## src/rtl/aes_pkg.sv

```systemverilog
// Shared definitions for the AES-128 core scheduler: block width, FSM state
// encoding and a helper for requester-id width.
package aes_pkg;

  localparam int unsigned AES_BLK_W = 128;

  typedef enum logic [1:0] {
    StIdle,
    StIssue,
    StWait,
    StResp
  } sched_state_e;

  // Width of a requester index; never narrower than one bit.
  function automatic int unsigned id_width(input int unsigned n);
    return (n > 1) ? $clog2(n) : 1;
  endfunction

endpackage

```

## src/rtl/aes_sched_arb.sv

```systemverilog
// Grant selection for the AES-128 scheduler.
// AES_SCHED_RR_EN defined: round-robin search starting at a pointer that moves
// past each accepted requester. Undefined: fixed priority, lowest index wins,
// and no pointer register exists.
module aes_sched_arb #(
  parameter int unsigned N_REQ = 4,
  parameter int unsigned IDW   = 2
) (
`ifdef AES_SCHED_RR_EN
  input  logic             clk,
  input  logic             rst,
  input  logic             accept,
`endif
  input  logic [N_REQ-1:0] req_valid,
  output logic             grant_valid,
  output logic [IDW-1:0]   grant_id,
  output logic [N_REQ-1:0] grant_onehot
);

  logic [IDW-1:0] search_base;

`ifdef AES_SCHED_RR_EN
  logic [IDW-1:0] ptr_q;

  assign search_base = ptr_q;

  // Pointer moves to the requester after the one just accepted.
  always_ff @(posedge clk) begin
    if (rst) begin
      ptr_q <= '0;
    end else if (accept) begin
      ptr_q <= IDW'((32'(grant_id) + 32'd1) % N_REQ);
    end
  end
`else
  assign search_base = '0;
`endif

  // First asserted request found walking upward from search_base, wrapping.
  always_comb begin
    int unsigned      idx;
    logic [N_REQ-1:0] shifted;
    grant_valid  = 1'b0;
    grant_id     = '0;
    grant_onehot = '0;
    idx          = 0;
    shifted      = '0;
    for (int unsigned i = 0; i < N_REQ; i++) begin
      idx     = (32'(search_base) + i) % N_REQ;
      shifted = req_valid >> idx;
      if (!grant_valid && shifted[0]) begin
        grant_valid  = 1'b1;
        grant_id     = IDW'(idx);
        grant_onehot = N_REQ'(1) << idx;
      end
    end
  end

endmodule

```

## src/rtl/aes_128_sched.sv

```systemverilog
// Shares one AES-128 core between N_REQ requesters. One job in flight at a
// time: accept, pulse core start, wait the fixed core latency, capture the
// result and hold it on the response channel until taken.
// Arbitration mode is selected by the AES_SCHED_RR_EN macro (see aes_sched_arb).
module aes_128_sched
  import aes_pkg::*;
#(
  parameter int unsigned N_REQ    = 4,
  parameter int unsigned CORE_LAT = 12,
  parameter int unsigned IDW      = id_width(N_REQ)
) (
  input  logic                     clk,
  input  logic                     rst,
  input  logic [N_REQ-1:0]         req_valid,
  output logic [N_REQ-1:0]         req_ready,
  input  logic [N_REQ*AES_BLK_W-1:0] req_data,
  input  logic [N_REQ*AES_BLK_W-1:0] req_key,
  output logic                     rsp_valid,
  input  logic                     rsp_ready,
  output logic [AES_BLK_W-1:0]     rsp_data,
  output logic [IDW-1:0]           rsp_id,
  output logic                     core_start,
  output logic [AES_BLK_W-1:0]     core_in,
  output logic [AES_BLK_W-1:0]     core_key,
  input  logic [AES_BLK_W-1:0]     core_out,
  output logic                     busy
);

  localparam int unsigned CNT_W = (CORE_LAT > 1) ? $clog2(CORE_LAT) : 1;

  sched_state_e         state_q;
  logic [CNT_W-1:0]     cnt_q;
  logic [AES_BLK_W-1:0] core_in_q;
  logic [AES_BLK_W-1:0] core_key_q;
  logic [AES_BLK_W-1:0] rsp_data_q;
  logic [IDW-1:0]       rsp_id_q;
  logic                 rsp_valid_q;
  logic                 core_start_q;
  logic                 busy_q;

  logic                 grant_valid;
  logic [IDW-1:0]       grant_id;
  logic [N_REQ-1:0]     grant_onehot;
  logic [AES_BLK_W-1:0] sel_data;
  logic [AES_BLK_W-1:0] sel_key;

`ifdef AES_SCHED_RR_EN
  logic accept;
  assign accept = (state_q == StIdle) && grant_valid;
`endif

  aes_sched_arb #(
    .N_REQ (N_REQ),
    .IDW   (IDW)
  ) u_arb (
`ifdef AES_SCHED_RR_EN
    .clk          (clk),
    .rst          (rst),
    .accept       (accept),
`endif
    .req_valid    (req_valid),
    .grant_valid  (grant_valid),
    .grant_id     (grant_id),
    .grant_onehot (grant_onehot)
  );

  // Route the granted requester's plaintext and key toward the core registers.
  always_comb begin
    sel_data = '0;
    sel_key  = '0;
    for (int unsigned i = 0; i < N_REQ; i++) begin
      if (grant_onehot[i]) begin
        sel_data = sel_data | req_data[AES_BLK_W*i +: AES_BLK_W];
        sel_key  = sel_key  | req_key[AES_BLK_W*i +: AES_BLK_W];
      end
    end
  end

  // Accept handshake only in IDLE; held low while reset is asserted.
  assign req_ready = ((state_q == StIdle) && !rst) ? grant_onehot : '0;

  // Job sequencing FSM with registered datapath and status outputs.
  always_ff @(posedge clk) begin
    if (rst) begin
      state_q      <= StIdle;
      cnt_q        <= '0;
      core_in_q    <= '0;
      core_key_q   <= '0;
      rsp_data_q   <= '0;
      rsp_id_q     <= '0;
      rsp_valid_q  <= 1'b0;
      core_start_q <= 1'b0;
      busy_q       <= 1'b0;
    end else begin
      core_start_q <= 1'b0;
      unique case (state_q)
        StIdle: begin
          if (grant_valid) begin
            core_in_q    <= sel_data;
            core_key_q   <= sel_key;
            rsp_id_q     <= grant_id;
            core_start_q <= 1'b1;
            busy_q       <= 1'b1;
            state_q      <= StIssue;
          end
        end
        StIssue: begin
          cnt_q   <= CNT_W'(CORE_LAT - 1);
          state_q <= StWait;
        end
        StWait: begin
          if (cnt_q == '0) begin
            rsp_data_q  <= core_out;
            rsp_valid_q <= 1'b1;
            state_q     <= StResp;
          end else begin
            cnt_q <= cnt_q - CNT_W'(1);
          end
        end
        StResp: begin
          if (rsp_ready) begin
            rsp_valid_q <= 1'b0;
            busy_q      <= 1'b0;
            state_q     <= StIdle;
          end
        end
        default: state_q <= StIdle;
      endcase
    end
  end

  assign rsp_valid  = rsp_valid_q;
  assign rsp_data   = rsp_data_q;
  assign rsp_id     = rsp_id_q;
  assign core_start = core_start_q;
  assign core_in    = core_in_q;
  assign core_key   = core_key_q;
  assign busy       = busy_q;

endmodule

```

## config.mk

```make
export PLATFORM = sky130hd
export DESIGN_NAME = aes_128_sched
export DESIGN_NICKNAME = d
export VERILOG_FILES = /design/src/rtl/aes_pkg.sv /design/src/rtl/aes_sched_arb.sv /design/src/rtl/aes_128_sched.sv
export SDC_FILE = /design/constraint.sdc
export NUM_CORES = 1
export LEC_CHECK = 0
export ABC_CLOCK_PERIOD_IN_PS = 1900
export CORE_AREA = 4 4 606 608
export CTS_BUF_LIST = sky130_fd_sc_hd__clkbuf_16
export CTS_CLUSTER_DIAMETER = 200
export DETAILED_ROUTE_END_ITERATION = 7
export DIE_AREA = 0 0 610 612
export PLACE_DENSITY = 0.3
export SETUP_SLACK_MARGIN = 0.1
export SYNTH_ARGS = -nofsm -noshare
export SYNTH_HDL_FRONTEND = slang
export SYNTH_HIERARCHICAL = 1
export SYNTH_SLANG_ARGS = --single-unit
```

## constraint.sdc

```tcl
create_clock -name clk -period 1.9 [get_ports clk]
set_input_delay 0.285 -clock clk [delete_from_list [all_inputs] [get_ports clk]]
set_output_delay 0.285 -clock clk [all_outputs]
set_load 0.01 [all_outputs]
```

Word level (Yosys, flattened, before mapping) --
Cells that the tools add are included.
Word-level totals: register bits after elaboration 395, latch bits 0, memory bits (writable) 0, bits in read-only memories 0, output and inout port bits 393, memories 0
Cells by class: add/subtract/negate cells 1, $mul 0, divide/modulo/power cells 0, order comparisons 0, equality and inequality tests 7, shifts and indexed selects 0, mux-type cells 32, bitwise operators 7, reductions and logical operators 20
Operators by type and width (number):
- $mux W128 | 8
- $or A128 B128 Y128 | 6
- $mux W4 | 5
- $mux W1 | 10
- $mux W2 | 5
- $reduce_and A3 Y1 | 3
- $ne A2 B2 Y1 const B | 4
- $pmux W2 S4 | 1
- $pmux W4 S2 | 1
- $reduce_and A2 Y1 | 3
- $reduce_bool A2 Y1 | 3
- $eq A2 B2 Y1 const B | 2
- $logic_and A1 B1 Y1 | 4
- $logic_not A1 Y1 | 4
- $logic_not A4 Y1 | 1
- $pmux W1 S2 | 2
- $sub A4 B1 Y4 const B | 1
- $eq A2 B1 Y1 const B | 1
- $logic_not A2 Y1 | 1
- $reduce_or A2 Y1 | 1
- $not A1 Y1 | 1

Depth between registers and ports, before layout --
depth in word-level cells 17, depth in mapped cells 8, mapped depth without buffers 5

Cells and area by module --
Netlist, hierarchy kept.
By module, submodules not included:
- aes_128_sched | times used 1, cells an instance 2108, area each 17720.7 µm², sequential area each 7907.6 µm²
- aes_sched_arb | times used 1, cells an instance 10, area each 55.1 µm², sequential area each 0.0 µm²

Least setup slack after synthesis --
OpenSTA, ideal clock, no wires.
path kind input to register, start in req_valid[1], end reg core_key_q[78], in the netlist core_key[78], arrival 1643 ps, data required time 1775 ps, slack 131 ps, cell stages on the path 7, cell sequence or4_1 -> and2_1 -> buf_4 -> buf_4 -> buf_2 -> o21ai_0 -> a31oi_1
On the way: word-level cells in the longest chain between the ends 15
Ends and longest elaborated chain:
- from (decl) | RTL line aes_128_sched.sv:14 | input logic [N_REQ-1:0] req_valid,
- $logic_and A1 B1 Y1 * | RTL line aes_sched_arb.sv:51 | if (!grant_valid && shifted[0]) begin
- $mux W1 | RTL line aes_sched_arb.sv:51
- $logic_not A1 Y1 | RTL line aes_sched_arb.sv:51
- $logic_and A1 B1 Y1 | RTL line aes_sched_arb.sv:51
- $mux W1 | RTL line aes_sched_arb.sv:51
- $logic_not A1 Y1 | RTL line aes_sched_arb.sv:51
- $logic_and A1 B1 Y1 | RTL line aes_sched_arb.sv:51
- $mux W4 | RTL line aes_sched_arb.sv:51
- $mux W128 | RTL line aes_128_sched.sv:72 | if (grant_onehot[i]) begin
- $or A128 B128 Y128 | RTL line aes_128_sched.sv:74 | sel_key = sel_key | req_key[AES_BLK_W*i +: AES_BLK_W];
- $mux W128 | RTL line aes_128_sched.sv:72
- $or A128 B128 Y128 | RTL line aes_128_sched.sv:74
- $mux W128 | RTL line aes_128_sched.sv:72
- $or A128 B128 Y128 | RTL line aes_128_sched.sv:74
- $mux W128 | RTL line aes_128_sched.sv:72
- to (signal assigned) | RTL line aes_128_sched.sv:100 | core_key_q <= sel_key;
- to (decl) | RTL line aes_128_sched.sv:34 | logic [AES_BLK_W-1:0] core_key_q;
Every way passes the cells marked *; elsewhere a longest branch is shown, timed or not. A chain may end at the register's enable or synchronous reset.

Worst setup path in the final report --
start reg state_q[0], end reg core_key_q[28], in the netlist core_key[28]
On the way: word-level cells in the longest chain between the ends 2
Ends and longest elaborated chain:
- from (decl) | RTL line aes_128_sched.sv:31 | sched_state_e state_q;
- from (signal assigned) | RTL line aes_128_sched.sv:85 | state_q <= StIdle;
- from (signal assigned) | RTL line aes_128_sched.sv:104 | state_q <= StIssue;
- from (signal assigned) | RTL line aes_128_sched.sv:109 | state_q <= StWait;
- $logic_not A2 Y1 | RTL line aes_128_sched.sv:96 | unique case (state_q)
- $reduce_and A2 Y1 (no source line)
Every way passes these cells.

==> metrics.txt <==
# TYPE chip_impl_metric gauge
chip_impl_metric{name="cts_buffers",unit=""} 61
chip_impl_metric{name="drt-met1-wl",unit="mm"} 102.1
chip_impl_metric{name="slew_viol_final",unit=""} 0
chip_impl_info{name="timing.hold.worst_endpoint",value="rsp_data[46]"} 1
chip_impl_metric{name="cts.sinks",unit=""} 395
chip_impl_metric{name="floorplan.core_area",unit="µm²"} 361700
chip_impl_metric{name="met3_length",unit="mm"} 45.27
chip_impl_metric{name="detail_route.vias_per_cell",unit=""} 3.229
chip_impl_metric{name="global_route_wire_length_before_repair",unit="mm"} 368.1
chip_impl_metric{name="min_period",unit="ps"} 2096
chip_impl_metric{name="num_io_pins",unit=""} 1552
chip_impl_metric{name="clockBufferDepth",unit=""} 3
chip_impl_metric{name="hold_viol_final",unit=""} 0
chip_impl_metric{name="area_delta_synth_final",unit="%"} 166.1
chip_impl_metric{name="drive_gt1_frac",unit=""} 0.2309
chip_impl_metric{name="largest_net_degree_at_the_start_of_global_routing",unit=""} 85
chip_impl_metric{name="antenna_left",unit=""} 0
chip_impl_metric{name="synth_area",unit="µm²"} 17780
chip_impl_metric{name="global_route.usage.total",unit=""} 0.1572
chip_impl_info{name="route.top_layer_used",value="met5"} 1
chip_impl_metric{name="cp_max_fo",unit=""} 7
chip_impl_metric{name="initial_core_util",unit=""} 0.04915
chip_impl_info{name="synth_top_family_by_area",value="compound AO/OA/AOI/OAI gates"} 1
chip_impl_info{name="worst_setup_path_end_kind",value="flop"} 1
chip_impl_metric{name="n_fill_cell",unit=""} 41337
chip_impl_metric{name="num_vias",unit=""} 28487
chip_impl_metric{name="finish.net_count",unit=""} 5034
chip_impl_metric{name="async_reset_ff_frac",unit=""} 0
chip_impl_metric{name="worstPathRequired",unit="ps"} 2530
chip_impl_info{name="path_cells",value="inv_2 > ha_4 > buf_4 > buf_6 > buf_6 > and2_4 > buf_12 > buf_12 > clkbuf_16 > buf_8 > clkbuf_16 > a31oi_4"} 1
chip_impl_metric{name="crit_arrival",unit="ps"} 2720
chip_impl_metric{name="cell_rows",unit=""} 221
chip_impl_metric{name="max_slew_margin",unit=""} 0.3484
chip_impl_metric{name="drv_cap",unit=""} 0
chip_impl_metric{name="edff_count_synth",unit=""} 0
chip_impl_metric{name="first_pass_iters",unit=""} 5
chip_impl_metric{name="worstRegToRegCells",unit=""} 12
chip_impl_metric{name="layout.cells.non_filler",unit=""} 8823
chip_impl_info{name="cp_slowest_cell",value="sky130_fd_sc_hd__dfxtp_2"} 1
chip_impl_metric{name="max-vdd-ir-drop",unit="µV"} 851.1
chip_impl_metric{name="placement.io_buffers",unit=""} 1551
chip_impl_metric{name="die_h",unit="µm"} 612
chip_impl_metric{name="place.gp.congestion",unit=""} 0.9179
chip_impl_info{name="clockRootBuffer",value="sky130_fd_sc_hd__clkbuf_16"} 1
chip_impl_metric{name="timing.final.ws_setup",unit="ps"} -195.7
chip_impl_metric{name="p_leak",unit="nW"} 16.03
chip_impl_metric{name="post-place-ws",unit="ps"} -798.6
chip_impl_metric{name="setup-violations-final",unit=""} 196
chip_impl_metric{name="timing.fmax",unit="MHz"} 477.2
chip_impl_metric{name="synth_seq_cells",unit=""} 395
chip_impl_info{name="min_delay_path_class",value="input pin to flop"} 1
chip_impl_metric{name="grt-ovfl-total",unit=""} 0
chip_impl_metric{name="synthesis.instances",unit=""} 2118
chip_impl_metric{name="synth_compound_area_frac",unit=""} 0.4228
chip_impl_info{name="synthFlopType",value="sky130_fd_sc_hd__dfxtp_1"} 1
chip_impl_info{name="path_class",value="flop to flop"} 1
chip_impl_metric{name="post-route-drc-count",unit=""} 0
chip_impl_metric{name="number_of_global_route_vias_before_repair",unit=""} 27077
chip_impl_metric{name="synth.avg_cell_area",unit="µm²"} 8.393
chip_impl_metric{name="xor_xnor_portion_of_the_synthesized_cell_area",unit=""} 0
chip_impl_metric{name="clkSlewWorstSetupHoldPaths",unit="ps"} 60
chip_impl_metric{name="die_w",unit="µm"} 610
chip_impl_metric{name="detailroute.wirelength.met2",unit="mm"} 150.4
chip_impl_metric{name="die-area",unit="µm²"} 373300
chip_impl_info{name="setup_repair_after_global_routing_missed_its_margin",value="yes"} 1
chip_impl_metric{name="synth_nets",unit=""} 3283
chip_impl_info{name="status",value="complete, but fails checks"} 1
chip_impl_metric{name="post_synth_mux_area_share",unit=""} 0.0005631
chip_impl_metric{name="ys_types",unit=""} 38
chip_impl_metric{name="wl_per_cell",unit="µm"} 35.65
chip_impl_metric{name="number_of_design_rule_violations_left_by_the_first_detailed_router_iteration",unit=""} 2184
chip_impl_metric{name="ys_warn_count",unit=""} 6
chip_impl_metric{name="post_synth_fa_ha_maj_area_fraction",unit=""} 0.004223
chip_impl_metric{name="synth.yosys.seq_area_share",unit=""} 0.4449
chip_impl_metric{name="finalHoldWorstSlack",unit="ps"} 97.66
chip_impl_metric{name="dp_cell_count",unit=""} 8419
chip_impl_metric{name="finalClockSkew",unit="ps"} 41.58
chip_impl_info{name="hold_path_startpoint",value="core_out[46]"} 1
chip_impl_metric{name="wirelength",unit="mm"} 314.5
chip_impl_metric{name="worst_pin_slew",unit="ps"} 977.4
chip_impl_metric{name="total_power",unit="W"} 0.05525
chip_impl_info{name="crit_path_start_kind",value="flop"} 1
chip_impl_metric{name="synth_simple_gate_area_share",unit=""} 0.06581
chip_impl_metric{name="place.detailed.hpwl",unit="mm"} 267.4
chip_impl_info{name="crit-reg2reg-launch",value="state_q[0]"} 1
chip_impl_metric{name="insertion_delay_of_the_later_clocked_pin_in_the_worst_skew_pair",unit="ps"} 730
chip_impl_metric{name="hold-path-cell-count",unit=""} 3
chip_impl_metric{name="worst-r2r-setup-slack",unit="ps"} -200
chip_impl_metric{name="power_density",unit="nW/µm²"} 1168
chip_impl_metric{name="antenna_found_initial",unit=""} 390
chip_impl_info{name="violations",value="negative setup slack"} 1
chip_impl_metric{name="timing.critical_path.slowest_cell_delay",unit="ps"} 340
chip_impl_info{name="clock_tree_from_tritoncts",value="built"} 1
chip_impl_info{name="reg2reg_to",value="core_key[28]"} 1
chip_impl_metric{name="cts_htree_levels",unit=""} 2
chip_impl_metric{name="layout_worst_path_cycle_share",unit=""} 1.103
[placed cells by master, fill, tap and decap left out, types with 4 or more instances in the layout]
cell type and count:
sky130_fd_sc_hd__o21ai_1 20, sky130_fd_sc_hd__o21ai_4 26, sky130_fd_sc_hd__clkbuf_16 92, sky130_fd_sc_hd__buf_16 30
sky130_fd_sc_hd__bufinv_16 9, sky130_fd_sc_hd__buf_12 76, sky130_fd_sc_hd__buf_8 12, sky130_fd_sc_hd__dfxtp_1 377
sky130_fd_sc_hd__a31oi_2 8, sky130_fd_sc_hd__dfxtp_2 14, sky130_fd_sc_hd__nand2_1 255, sky130_fd_sc_hd__clkdlybuf4s15_1 47
sky130_fd_sc_hd__buf_6 18, sky130_fd_sc_hd__a31oi_4 39, sky130_fd_sc_hd__nand2_2 7, sky130_fd_sc_hd__diode_2 109
sky130_fd_sc_hd__buf_4 198, sky130_fd_sc_hd__clkdlybuf4s50_1 1156, sky130_fd_sc_hd__dlygate4sd3_1 71, sky130_fd_sc_hd__buf_2 45
sky130_fd_sc_hd__a21oi_2 5, sky130_fd_sc_hd__clkinv_1 13, sky130_fd_sc_hd__a22oi_1 511, sky130_fd_sc_hd__clkdlybuf4s15_2 71
sky130_fd_sc_hd__inv_1 17, sky130_fd_sc_hd__nor2_1 4, sky130_fd_sc_hd__o21ai_0 6, sky130_fd_sc_hd__dlygate4sd2_1 177
sky130_fd_sc_hd__o21ai_2 205, sky130_fd_sc_hd__dfxtp_4 4, sky130_fd_sc_hd__a211oi_1 4, sky130_fd_sc_hd__a21oi_1 129
sky130_fd_sc_hd__a31oi_1 209, sky130_fd_sc_hd__clkinv_2 11
[registers in the layout, indices dropped and copies added, names as in the netlist]
| register | count |
|---|---|
| busy | 1 |
| cnt_q | 4 |
| core_in | 128 |
| core_key | 128 |
| core_start | 1 |
| rsp_data | 128 |
| rsp_id | 2 |
| rsp_valid | 1 |
| state_q | 2 |
[metrics by stage]
step | util | instance area (µm²) | setup TNS (ps)
2_1_floorplan | - | 17780 | 0
3_3_place_gp | 0.1116 | 40360 | -133740
3_5_place_dp | 0.1116 | 40360 | -130210
4_1_cts | 0.1239 | 44810 | -24700
5_1_grt | 0.1305 | 47190 | -25560
6_report | 0.1308 | 47300 | -12770
[critical path, delay by kind of cell (launching register included)]
family | cells | cell delay (ps)
and+or+nand+nor | 1 | 160
AOI/OAI and AO/OA | 1 | 140
adders and majority gates | 1 | 150
buffers and inverters | 9 | 1150
DFF | 1 | 340
[kinds of logic (layout without fill, tap and decap cells)]
family          Yosys count  in the layout
simple gates            291            291
flops                   395            395
compound gates         1170           1170
other cells               0            109
fa+ha+maj                 6              6
mux                       1              1
buf+inv                 255           2057
[how the worst max path moves through the flow]
stage | startpoint | endpoint | slack (ps)
after floorplan | req_valid[1] | core_key[78] | 130
after global placement | req_valid[2] | core_in[42] | -800
after detailed placement | req_valid[2] | core_in[42] | -800
after CTS | state_q[1] | req_ready[0] | -260
after global routing | state_q[0] | req_ready[0] | -250
final | state_q[0] | core_key[28] | -200
[timing repair]
item | 4_1_cts | 5_1_grt
endpoints found under the hold margin | 71 | 0
resized for setup | 1023 | 425
cloned | 32 | 38
buffers inserted | 40 | 24
hold buffers | 71 | 0
setup endpoints to repair | 483 | 332
pin swaps | 9 | 23
[power breakdown]
part           leakage (nW)  internal (W)  switching [W]
combinational          11.7        0.0143         0.0158
sequential             3.26        0.0108        0.00206
clock                  1.05       0.00704        0.00526
[area by class of cell]
class / instances / area [µm²] / share of cell area
Timing Repair Buffer: 1935 / 20370 / 0.4306
Inverter: 8 / 37.54 / 0.0007935
Antenna cell: 109 / 272.8 / 0.005766
Sequential cell: 395 / 7940 / 0.1679
Clock inverter: 53 / 538.0 / 0.01137
Tap cell: 4794 / 5998 / 0.1268
Clock buffer: 61 / 1526 / 0.03227
Multi-Input combinational cell: 1468 / 10620 / 0.2246
[Yosys cell counts, types with 2 or more instances]
cell type                  number  area share
sky130_fd_sc_hd__a211oi_1       4      0.0017
sky130_fd_sc_hd__buf_4         10      0.0042
sky130_fd_sc_hd__o21ai_0      223       0.063
sky130_fd_sc_hd__and2_1         5      0.0018
sky130_fd_sc_hd__nor2_1         5      0.0011
sky130_fd_sc_hd__a311oi_1       2     0.00099
sky130_fd_sc_hd__inv_1          7      0.0015
sky130_fd_sc_hd__clkbuf_1     149       0.031
sky130_fd_sc_hd__ha_1           6      0.0042
sky130_fd_sc_hd__nor3_1         3     0.00084
sky130_fd_sc_hd__buf_1         11      0.0023
sky130_fd_sc_hd__nand2_1      264       0.056
sky130_fd_sc_hd__nor2b_1        3      0.0011
sky130_fd_sc_hd__a21oi_1      134       0.038
sky130_fd_sc_hd__a22oi_1      512        0.22
sky130_fd_sc_hd__a31oi_1      256       0.090
sky130_fd_sc_hd__nand2b_1       2     0.00070
sky130_fd_sc_hd__o21ai_1       34      0.0096
sky130_fd_sc_hd__buf_2         75       0.021
sky130_fd_sc_hd__dfxtp_1      395        0.44
[metal layers]
metal | vias up | track usage
met3 | 868 | 0.1044
met5 | - | 0
met2 | 1800 | 0.2713
li1 | 11891 | -
met4 | 312 | 0.05458
met1 | 13616 | 0.1490
Note: power is estimated with default switching activity, not from simulation.
